[src/rtl/output_scaler_ctrl.sv]
// Sequencer and parameter bank for one output_scaler: channel-major accumulator stream in,
// packed scaled lanes out. Define OUTPUT_SCALER_CTRL_PERCHAN_EN for a per-channel bank.
module output_scaler_ctrl #(
  parameter int unsigned numChannels    = 32,
  parameter int unsigned inputWidth     = 20,
  parameter int unsigned maxOutputWidth = 8,
  parameter int unsigned fixedPointBits = 16,
  parameter int unsigned shiftBits      = 16,
  parameter int unsigned packWidth      = 32,
  localparam int unsigned CW            = $clog2(numChannels),
  localparam int unsigned L             = packWidth / maxOutputWidth,
  localparam int unsigned LW            = (L > 1) ? $clog2(L) : 1
) (
  input  logic                      clk,
  input  logic                      nrst,
  input  logic                      cfg_wr_en,
  input  logic [CW-1:0]             cfg_wr_addr,
  input  logic [fixedPointBits-1:0] cfg_wr_scale,
  input  logic [shiftBits-1:0]      cfg_wr_shift,
  input  logic [31:0]               cfg_wr_bias,
  input  logic [CW:0]               cfg_num_channels,
  input  logic [15:0]               cfg_num_pixels,
  input  logic                      start_i,
  output logic                      done_o,
  output logic                      busy_o,
  output logic                      cfg_err_o,
  input  logic                      acc_valid_i,
  output logic                      acc_ready_o,
  input  logic [inputWidth-1:0]     acc_data_i,
  output logic [inputWidth-1:0]     sc_wx_o,
  output logic [fixedPointBits-1:0] sc_scale_o,
  output logic [shiftBits-1:0]      sc_shift_o,
  output logic [31:0]               sc_bias_o,
  input  logic [maxOutputWidth-1:0] sc_y_i,
  output logic                      out_valid_o,
  input  logic                      out_ready_i,
  output logic [packWidth-1:0]      out_data_o,
  output logic                      out_last_o
);

`ifdef OUTPUT_SCALER_CTRL_PERCHAN_EN
  localparam int unsigned BankDepth = numChannels;
`else
  localparam int unsigned BankDepth = 1;
`endif

  typedef enum logic [1:0] {StIdle, StRun, StDrain} state_e;
  state_e state_q, state_d;

  logic [fixedPointBits-1:0] scale_q [BankDepth];
  logic [shiftBits-1:0]      shift_q [BankDepth];
  logic [31:0]               bias_q  [BankDepth];

  logic [CW:0]             num_ch_q;
  logic [15:0]             num_pix_q, pix_q;
  logic [CW-1:0]           ch_q, r1_ch_q;
  logic [LW-1:0]           lane_q;
  logic                    r1_valid_q, r1_last_q, err_q;
  logic [inputWidth-1:0]   r1_wx_q;
  logic [packWidth-1:0]    pack_q, pack_merge, out_data_q;
  logic                    out_valid_q, out_last_q;

  logic cnt_ok, run_start, err_set, bank_we;
  logic ch_last, pix_last, word_done, r1_adv, acc_fire;

  assign cnt_ok    = (cfg_num_channels != '0) && (cfg_num_channels <= (CW+1)'(numChannels)) &&
                     (cfg_num_pixels != '0);
  assign ch_last   = ({1'b0, ch_q} == num_ch_q - 1'b1);
  assign pix_last  = (pix_q == num_pix_q - 16'd1);
  // Each pixel starts a fresh word, so the last channel always closes one.
  assign word_done = (lane_q == LW'(L - 1)) || ({1'b0, r1_ch_q} == num_ch_q - 1'b1);
  assign r1_adv    = r1_valid_q && !(word_done && out_valid_q && !out_ready_i);
  assign acc_ready_o = (state_q == StRun) && !(r1_valid_q && !r1_adv);
  assign acc_fire  = acc_valid_i && acc_ready_o;

  always_comb begin
    state_d   = state_q;
    run_start = 1'b0;
    err_set   = 1'b0;
    done_o    = 1'b0;
    unique case (state_q)
      StIdle: begin
        if (start_i) begin
          if (cnt_ok) begin
            state_d   = StRun;
            run_start = 1'b1;
          end else begin
            err_set = 1'b1;
          end
        end
      end
      StRun:   if (acc_fire && ch_last && pix_last) state_d = StDrain;
      StDrain: begin
        if (out_valid_q && out_ready_i && out_last_q) begin
          state_d = StIdle;
          done_o  = 1'b1;
        end
      end
      default: state_d = StIdle;
    endcase
    if (cfg_wr_en && (state_q != StIdle)) err_set = 1'b1;
  end

  always_ff @(posedge clk) begin
    if (!nrst) begin
      state_q <= StIdle;
      err_q   <= 1'b0;
    end else begin
      state_q <= state_d;
      err_q   <= err_q | err_set;
    end
  end

`ifdef OUTPUT_SCALER_CTRL_PERCHAN_EN
  assign bank_we    = cfg_wr_en && (state_q == StIdle);
  assign sc_scale_o = scale_q[r1_ch_q];
  assign sc_shift_o = shift_q[r1_ch_q];
  assign sc_bias_o  = bias_q[r1_ch_q];
`else
  assign bank_we    = cfg_wr_en && (state_q == StIdle) && (cfg_wr_addr == '0);
  assign sc_scale_o = scale_q[0];
  assign sc_shift_o = shift_q[0];
  assign sc_bias_o  = bias_q[0];
`endif

  always_ff @(posedge clk) begin
    if (!nrst) begin
      for (int i = 0; i < BankDepth; i++) begin
        scale_q[i] <= '0;
        shift_q[i] <= '0;
        bias_q[i]  <= '0;
      end
    end else if (bank_we) begin
`ifdef OUTPUT_SCALER_CTRL_PERCHAN_EN
      scale_q[cfg_wr_addr] <= cfg_wr_scale;
      shift_q[cfg_wr_addr] <= cfg_wr_shift;
      bias_q[cfg_wr_addr]  <= cfg_wr_bias;
`else
      scale_q[0] <= cfg_wr_scale;
      shift_q[0] <= cfg_wr_shift;
      bias_q[0]  <= cfg_wr_bias;
`endif
    end
  end

  always_comb begin
    pack_merge = pack_q;
    for (int i = 0; i < L; i++) begin
      if (lane_q == LW'(i)) pack_merge[i*maxOutputWidth +: maxOutputWidth] = sc_y_i;
    end
  end

  always_ff @(posedge clk) begin
    if (!nrst) begin
      num_ch_q    <= '0;
      num_pix_q   <= '0;
      ch_q        <= '0;
      pix_q       <= '0;
      r1_valid_q  <= 1'b0;
      r1_wx_q     <= '0;
      r1_ch_q     <= '0;
      r1_last_q   <= 1'b0;
      lane_q      <= '0;
      pack_q      <= '0;
      out_valid_q <= 1'b0;
      out_data_q  <= '0;
      out_last_q  <= 1'b0;
    end else begin
      if (run_start) begin
        num_ch_q  <= cfg_num_channels;
        num_pix_q <= cfg_num_pixels;
        ch_q      <= '0;
        pix_q     <= '0;
      end else if (acc_fire) begin
        if (ch_last) begin
          ch_q  <= '0;
          pix_q <= pix_q + 16'd1;
        end else begin
          ch_q <= ch_q + 1'b1;
        end
      end

      if (acc_fire) begin
        r1_valid_q <= 1'b1;
        r1_wx_q    <= acc_data_i;
        r1_ch_q    <= ch_q;
        r1_last_q  <= ch_last && pix_last;
      end else if (r1_adv) begin
        r1_valid_q <= 1'b0;
      end

      if (run_start || (r1_adv && word_done)) begin
        lane_q <= '0;
        pack_q <= '0;
      end else if (r1_adv) begin
        lane_q <= lane_q + 1'b1;
        pack_q <= pack_merge;
      end

      // A completing word may replace a word draining in this same cycle.
      if (r1_adv && word_done) begin
        out_valid_q <= 1'b1;
        out_data_q  <= pack_merge;
        out_last_q  <= r1_last_q;
      end else if (out_valid_q && out_ready_i) begin
        out_valid_q <= 1'b0;
        out_last_q  <= 1'b0;
      end
    end
  end

  assign busy_o      = (state_q != StIdle);
  assign cfg_err_o   = err_q;
  assign sc_wx_o     = r1_wx_q;
  assign out_valid_o = out_valid_q;
  assign out_data_o  = out_data_q;
  assign out_last_o  = out_last_q;

endmodule
[config.mk]
export PLATFORM = sky130hd
export DESIGN_NAME = output_scaler_ctrl
export DESIGN_NICKNAME = d
export VERILOG_FILES = /design/src/rtl/output_scaler_ctrl.sv
export SDC_FILE = /design/constraint.sdc
export NUM_CORES = 1
export LEC_CHECK = 0
export ABC_CLOCK_PERIOD_IN_PS = 2640
export CORE_MARGIN = 2
export CORE_UTILIZATION = 45
export DETAILED_ROUTE_END_ITERATION = 10
export PLACE_DENSITY = 0.87
export SETUP_SLACK_MARGIN = 0.1
export SLEW_MARGIN = 25
export SYNTH_ARGS = -nofsm -noshare
export SYNTH_HDL_FRONTEND = slang
export SYNTH_SLANG_ARGS = --single-unit
[constraint.sdc]
create_clock -name clk -period 2.64 [get_ports clk]
set_input_delay 0.66 -clock clk [delete_from_list [all_inputs] [get_ports clk]]
set_output_delay 0.66 -clock clk [all_outputs]
set_load 0.01 [all_outputs]
=== Word level (Yosys, flattened, before mapping) ===
Memory sizes are Yosys's and may differ from the RTL's.
Cells that the tools add are included.

* Add/sub/neg operators: 5
* Order comparisons: 1
* Equality and inequality tests: 12
* Muxes and demuxes: 34
* Bitwise logic cells: 2
* Reduce and logical (&&, ||, !) cells: 38

{| class="wikitable"
|+ Operators with widths
! kind !! number
|-
| $mux W16 || 2
|-
| $mux W32 || 1
|-
| $mux W8 || 4
|-
| $reduce_or A16 Y1 || 2
|-
| $reduce_or A32 Y1 || 1
|-
| $mux W1 || 21
|-
| $logic_and A1 B1 Y1 || 17
|-
| $add A16 B1 Y16 const B || 1
|-
| $eq A16 B16 Y1 || 1
|-
| $reduce_bool A16 Y1 || 1
|-
| $sub A16 B1 Y16 const B || 1
|-
| $eq A5 B6 Y1 || 2
|-
| $mux W2 || 4
|-
| $eq A2 B2 Y1 const B || 3
|-
| $le A6 B6 Y1 const B || 1
|-
| $ne A2 B2 Y1 const B || 3
|-
| $pmux W2 S3 || 1
|-
| $reduce_bool A2 Y1 || 3
|-
| $reduce_bool A6 Y1 || 1
|-
| $sub A6 B1 Y6 const B || 1
|-
| $add A5 B1 Y5 const B || 1
|-
| $logic_not A5 Y1 || 1
|-
| $mux W5 || 1
|-
| $eq A2 B1 Y1 const B || 2
|-
| 10 further kinds || 16
|}

* Flip-flop bits (word level): 141
* RAM bits: 64
* Bits of input ports: 125
* Output and inout port bits: 122
* Word-level logic and storage cells: 110
* Memories kept: 3

{| class="wikitable"
|+ Memories
! name !! depth !! bits a word !! rd ports !! clocked after memory_dff !! wr ports !! line !! text
|-
| bias_q || 1 || 32 || 1 || 0 || 1 || 52 || <nowiki>logic [31:0] bias_q [BankDepth];</nowiki>
|-
| scale_q || 1 || 16 || 1 || 0 || 1 || 50 || <nowiki>logic [fixedPointBits-1:0] scale_q [BankDepth];</nowiki>
|-
| shift_q || 1 || 16 || 1 || 0 || 1 || 51 || <nowiki>logic [shiftBits-1:0] shift_q [BankDepth];</nowiki>
|}

=== Depth between registers and ports, before layout ===
* Depth in word-level cells: 16
* Gate-level depth with buffers: 12
* Depth with buffers taken out: 9

=== Least setup slack after synthesis ===
OpenSTA, ideal clock, no wires.

* Path kind: input to register
* Start: input cfg_wr_addr[1]
* End: memory bias_q[0][0], enable pin
* Setup time: 424 ps
* Arrival: 2,431 ps
* Data required time: 2,216 ps
* Slack: -215 ps
* Stages on the path: 3
* Buffers on the path: 0
* Path through: nor4_1 -> nand4b_1 -> nand2_1

* Word-level cells in the longest chain between the ends: 7

{| class="wikitable"
|+ Ends and longest elaborated chain
! element !! line !! text
|-
| start: declaration || 17 || <nowiki>input logic [CW-1:0] cfg_wr_addr,</nowiki>
|-
| $logic_not A5 Y1 * || 120 || <nowiki>assign bank_we = cfg_wr_en && (state_q == StIdle) && (cfg_wr_addr == '0);</nowiki>
|-
| $logic_and A1 B1 Y1 * || 120 ||
|-
| $mux W1 * || 133 || <nowiki>end else if (bank_we) begin</nowiki>
|-
| $mux W1 * || 127 || <nowiki>if (!nrst) begin</nowiki>
|-
| $mux W1 (not written as such) * || 141 || <nowiki>bias_q[0] <= cfg_wr_bias;</nowiki>
|-
| $reduce_or A32 Y1 (no source line) || n/a ||
|-
| $mux W1 (no source line) * || n/a ||
|-
| end: declaration || 52 ||
|}

Mark *: on every way between the ends. The rest lies on a longest branch, timed or not.

=== Worst setup path in the final report ===
* Start: register num_ch_q[1]
* End: output acc_ready_o

* Word-level cells in the longest chain between the ends: 11

{| class="wikitable"
|+ Ends and longest elaborated chain
! element !! line !! text
|-
| start: declaration || 54 || <nowiki>logic [CW:0] num_ch_q;</nowiki>
|-
| start signal: assignment || 170 || <nowiki>num_ch_q <= cfg_num_channels;</nowiki>
|-
| $sub A6 B1 Y6 || 71 || <nowiki>assign word_done = (lane_q == LW'(L - 1)) || ({1'b0, r1_ch_q} == num_ch_q - 1'b1);</nowiki>
|-
| $eq A5 B6 Y1 || 71 ||
|-
| $logic_or A1 B1 Y1 || 71 ||
|-
| $logic_and A1 B1 Y1 (2 in series) || 72 || <nowiki>assign r1_adv = r1_valid_q && !(word_done && out_valid_q && !out_ready_i);</nowiki>
|-
| $logic_not A1 Y1 || 72 ||
|-
| $logic_and A1 B1 Y1 || 72 ||
|-
| $logic_not A1 Y1 || 73 || <nowiki>assign acc_ready_o = (state_q == StRun) && !(r1_valid_q && !r1_adv);</nowiki>
|-
| $logic_and A1 B1 Y1 || 73 ||
|-
| $logic_not A1 Y1 || 73 ||
|-
| $logic_and A1 B1 Y1 || 73 ||
|-
| end: declaration || 28 || <nowiki>output logic acc_ready_o,</nowiki>
|}

No other way between the ends.

==> metrics.txt <==
met3 wire len=1.484 mm; Root Driver=clkbuf_16; Worst Path Arrival=2.27 ns; pwr/cell area=535.1 nW/um^2; die area=22650 sq um; CTS max path bufs=3; I/O Buffers=246; wire length on met1=11.09 mm; cell area after synthesis=9657 sq um; Clk pwr share=40.8%; Pre-antenna DRT Iters=5; core area=21020 sq um; Worst setup SP type=flop; initial core utilization=45.94%; total track usage=22.48%; first-pass GRT wire length=40.63 mm; Final ANT Viol Nets=0; CP required=1.98 ns; row count=53; crit path time final=2.933 ns; post-synth top area cell=dfxtp_1; Psw=1856 uW; worst r2r src=num_ch_q[1]; Worst-path clk slew=0.06 ns; CP peak stage delay=0.53 ns; violated checks=negative setup slack; Final nets=1344; clk_lat worst skew=0.52 ns; fin util=66.40%; diode count=0; Final Hold Viols=0; status=finished, violations left; min-delay src=sc_wx_o[0]; area grow syn2layout=44.55%; WL met2=14.25 mm; hold path cells=2; die height=150.5 microns; syn_nets=1061; CP cell instances=or4_4, or3_4, nand4_1, a211o_2, and2_4, buf_6; library cells used by synthesis=75; Clock Sinks=205; initial DRC count=404; EDFF count, synth=64; Worst Path Max Fanout=4; slew at the pin with the worst max-slew slack=0.6461 ns; Hold Path End=sc_wx_o[0]; sequential share of power=45.2%; sequential fraction of the synthesis area=49.13%; P_int=5614 uW; Via density=5.342; CP endpoint kind=output pin; RD Place Congestion=0.8354; Max Clock Skew=0.01558 ns; max-slew violation count=0; initial antenna violation count=1; slowest CP cell=or4_4; Crit path depth=6; number of fillers in the final layout=1531; fin crit share=111.1%; Avg WL per Cell=18.30 microns; top-area cell type share of the netlist area=29.23%; maximum VDD drop=0.4402 mV; Setup Crit Path Kind=flop to output pin; num ports=247; Leakage=0.005334 uW; WP buf/inv=1; share of cells above drive strength 1=19.40%; total number of vias=8024; total grt overflow=0; Chip Width=150.5 microns; reg2reg end=state_q[1]; Top Metal Used=met5; asr flop ratio synth=0%; Detailed Route WL=27.48 mm; CTS tree=done; Seq cells post-synth=205; Net Sw Frac=24.85%; Detail Placement HPWL=18.29 mm; Gate power share=14.1%; fmax=0.3410 GHz; worst reg-to-reg path cell count=10; Post-Syn Area per Cell=10.41 sq um; R2R Setup Slk=0.05 ns; unrepaired setup endpoints after global routing=yes; CP delay by family, top=simple AND/OR/NAND/NOR gates; setup TNS=-0.2930 ns; Synth Flop Type=dfxtp_1; DRC violations left=0; CTS Buf Count=23; synth top area cells=dfxtp_1, edfxtp_1, mux2i_1, and2_1, nor2_1; H-Tree Level Count=1; pin count of the biggest net entering global routing=65; Final setup viols=1; max_cap viols=0; vias in the first global route=7722; fin worst setup slack=-0.2930 ns; Rel. slew slack=56.56%; Power Total=7470 uW; Post-Syn Instances=928; HP Class=flop to flop; synth warn=0
-- cells by family (layout without fill, tap and decap cells) --
group	after synthesis	in the layout	share of synthesized area, %
xor gates and xnor gates	28	28	2.682
and+or+nand+nor	380	382	20.93
muxes	94	94	9.743
buffers and inverters	81	378	4.639
DFF	205	205	49.13
AOI/OAI and AO/OA	132	132	11.84
adders and majority gates	8	8	1.037
-- per-layer routing --
layer	GRT usage, %	vias up
li1	-	3838
met1	28.37	3879
met5	0	-
met4	6.698	2
met3	4.182	54
met2	39.11	251
-- cell usage in the layout, fill, tap and decap left out, types with 10 or more instances in the layout --
master / instances
buf_4: 56
a21oi_1: 33
xor2_1: 10
and2_1: 66
nor2_1: 102
nand2b_1: 17
mux2i_1: 93
buf_12: 13
nor2_2: 12
nand3_1: 21
a211oi_2: 30
nand2_1: 76
clkdlybuf4s50_1: 244
inv_1: 10
clkbuf_16: 25
edfxtp_1: 64
dfxtp_1: 138
xnor2_1: 15
-- worst reg2reg max path, delay by kind of cell, from the launching register on --
family	cells	cell delay, ns
and+or+nand+nor	5	1.46
buffers and inverters	3	0.43
DFF	1	0.35
AOI/OAI and AO/OA	2	0.29
-- worst max path at each step --
stage	slack, ns	endpoint	from
6_report	-0.29	acc_ready_o	num_ch_q[1]
5_1_grt	-0.36	acc_ready_o	num_ch_q[1]
4_1_cts	-0.32	acc_ready_o	num_ch_q[0]
3_5_place_dp	-0.40	acc_ready_o	out_ready_i
3_3_place_gp	-0.44	acc_ready_o	out_ready_i
2_1_floorplan	0.10	pix_q[13]	cfg_num_channels[0]
-- flip-flops by register name (all words and copies together), names as in the netlist --
register     count
pack_q          32
num_pix_q       16
r1_ch_q          5
state_q          2
ch_q             5
r1_last_q        1
out_last_o       1
out_data_o      32
shift_q         16
num_ch_q         6
bias_q          32
cfg_err_o        1
pix_q           16
r1_valid_q       1
scale_q         16
sc_wx_o         20
out_valid_o      1
lane_q           2
-- metrics by stage --
step / hold slack (ns) / cells / cell area (sq um) / setup WS [ns]
after floorplan: 0.4273 / 928 / 9659 / 0.1048
after global placement: 0.4414 / 1434 / 12580 / -0.4432
after detailed placement: 0.4458 / 1434 / 12580 / -0.3996
after CTS: 0.4539 / 1479 / 13410 / -0.3245
after global routing: 0.4646 / 1502 / 13960 / -0.3598
final: 0.4509 / 1502 / 13960 / -0.2930
-- cell usage after synthesis (all sizes together), types with 18 or more instances --
library cell and n:
nor2 114, a21oi 43, nand3 22, nor4 19, mux2i 94, dfxtp 141, edfxtp 64, nand2 78
buf 46, nand2b 18, and2 69, a211oi 34, clkbuf 23
-- power by group through the flow --
stage	clock, uW	combinational, uW	sequential [uW]
after floorplan	0	452	3460
after global placement	0	894	3430
after detailed placement	0	914	3440
after CTS	3100	941	3370
after global routing	3260	1120	3380
final	3040	1050	3370
-- repair_timing --
item / 4_1_cts / 5_1_grt
pin swaps: 9 / 32
gates resized for setup: 25 / 57
buffers inserted: 3 / 21
cloned: 1 / 3
endpoints found under the setup margin: 20 / 45
hold buffers: 0 / 0
-- area by class of cell --
class	instances	area (sq um)	share of cell area [%]
Tap cell	275	344.1	2.465
Timing Repair Buffer	325	3287	23.55
Clock inverter	12	92.59	0.6633
Clock buffer	29	608.1	4.356
Inverter	12	46.29	0.3317
Sequential cell	205	4751	34.04
Multi-Input combinational cell	644	4830	34.60
No activity file was read; power rests on OpenSTA's default activity.
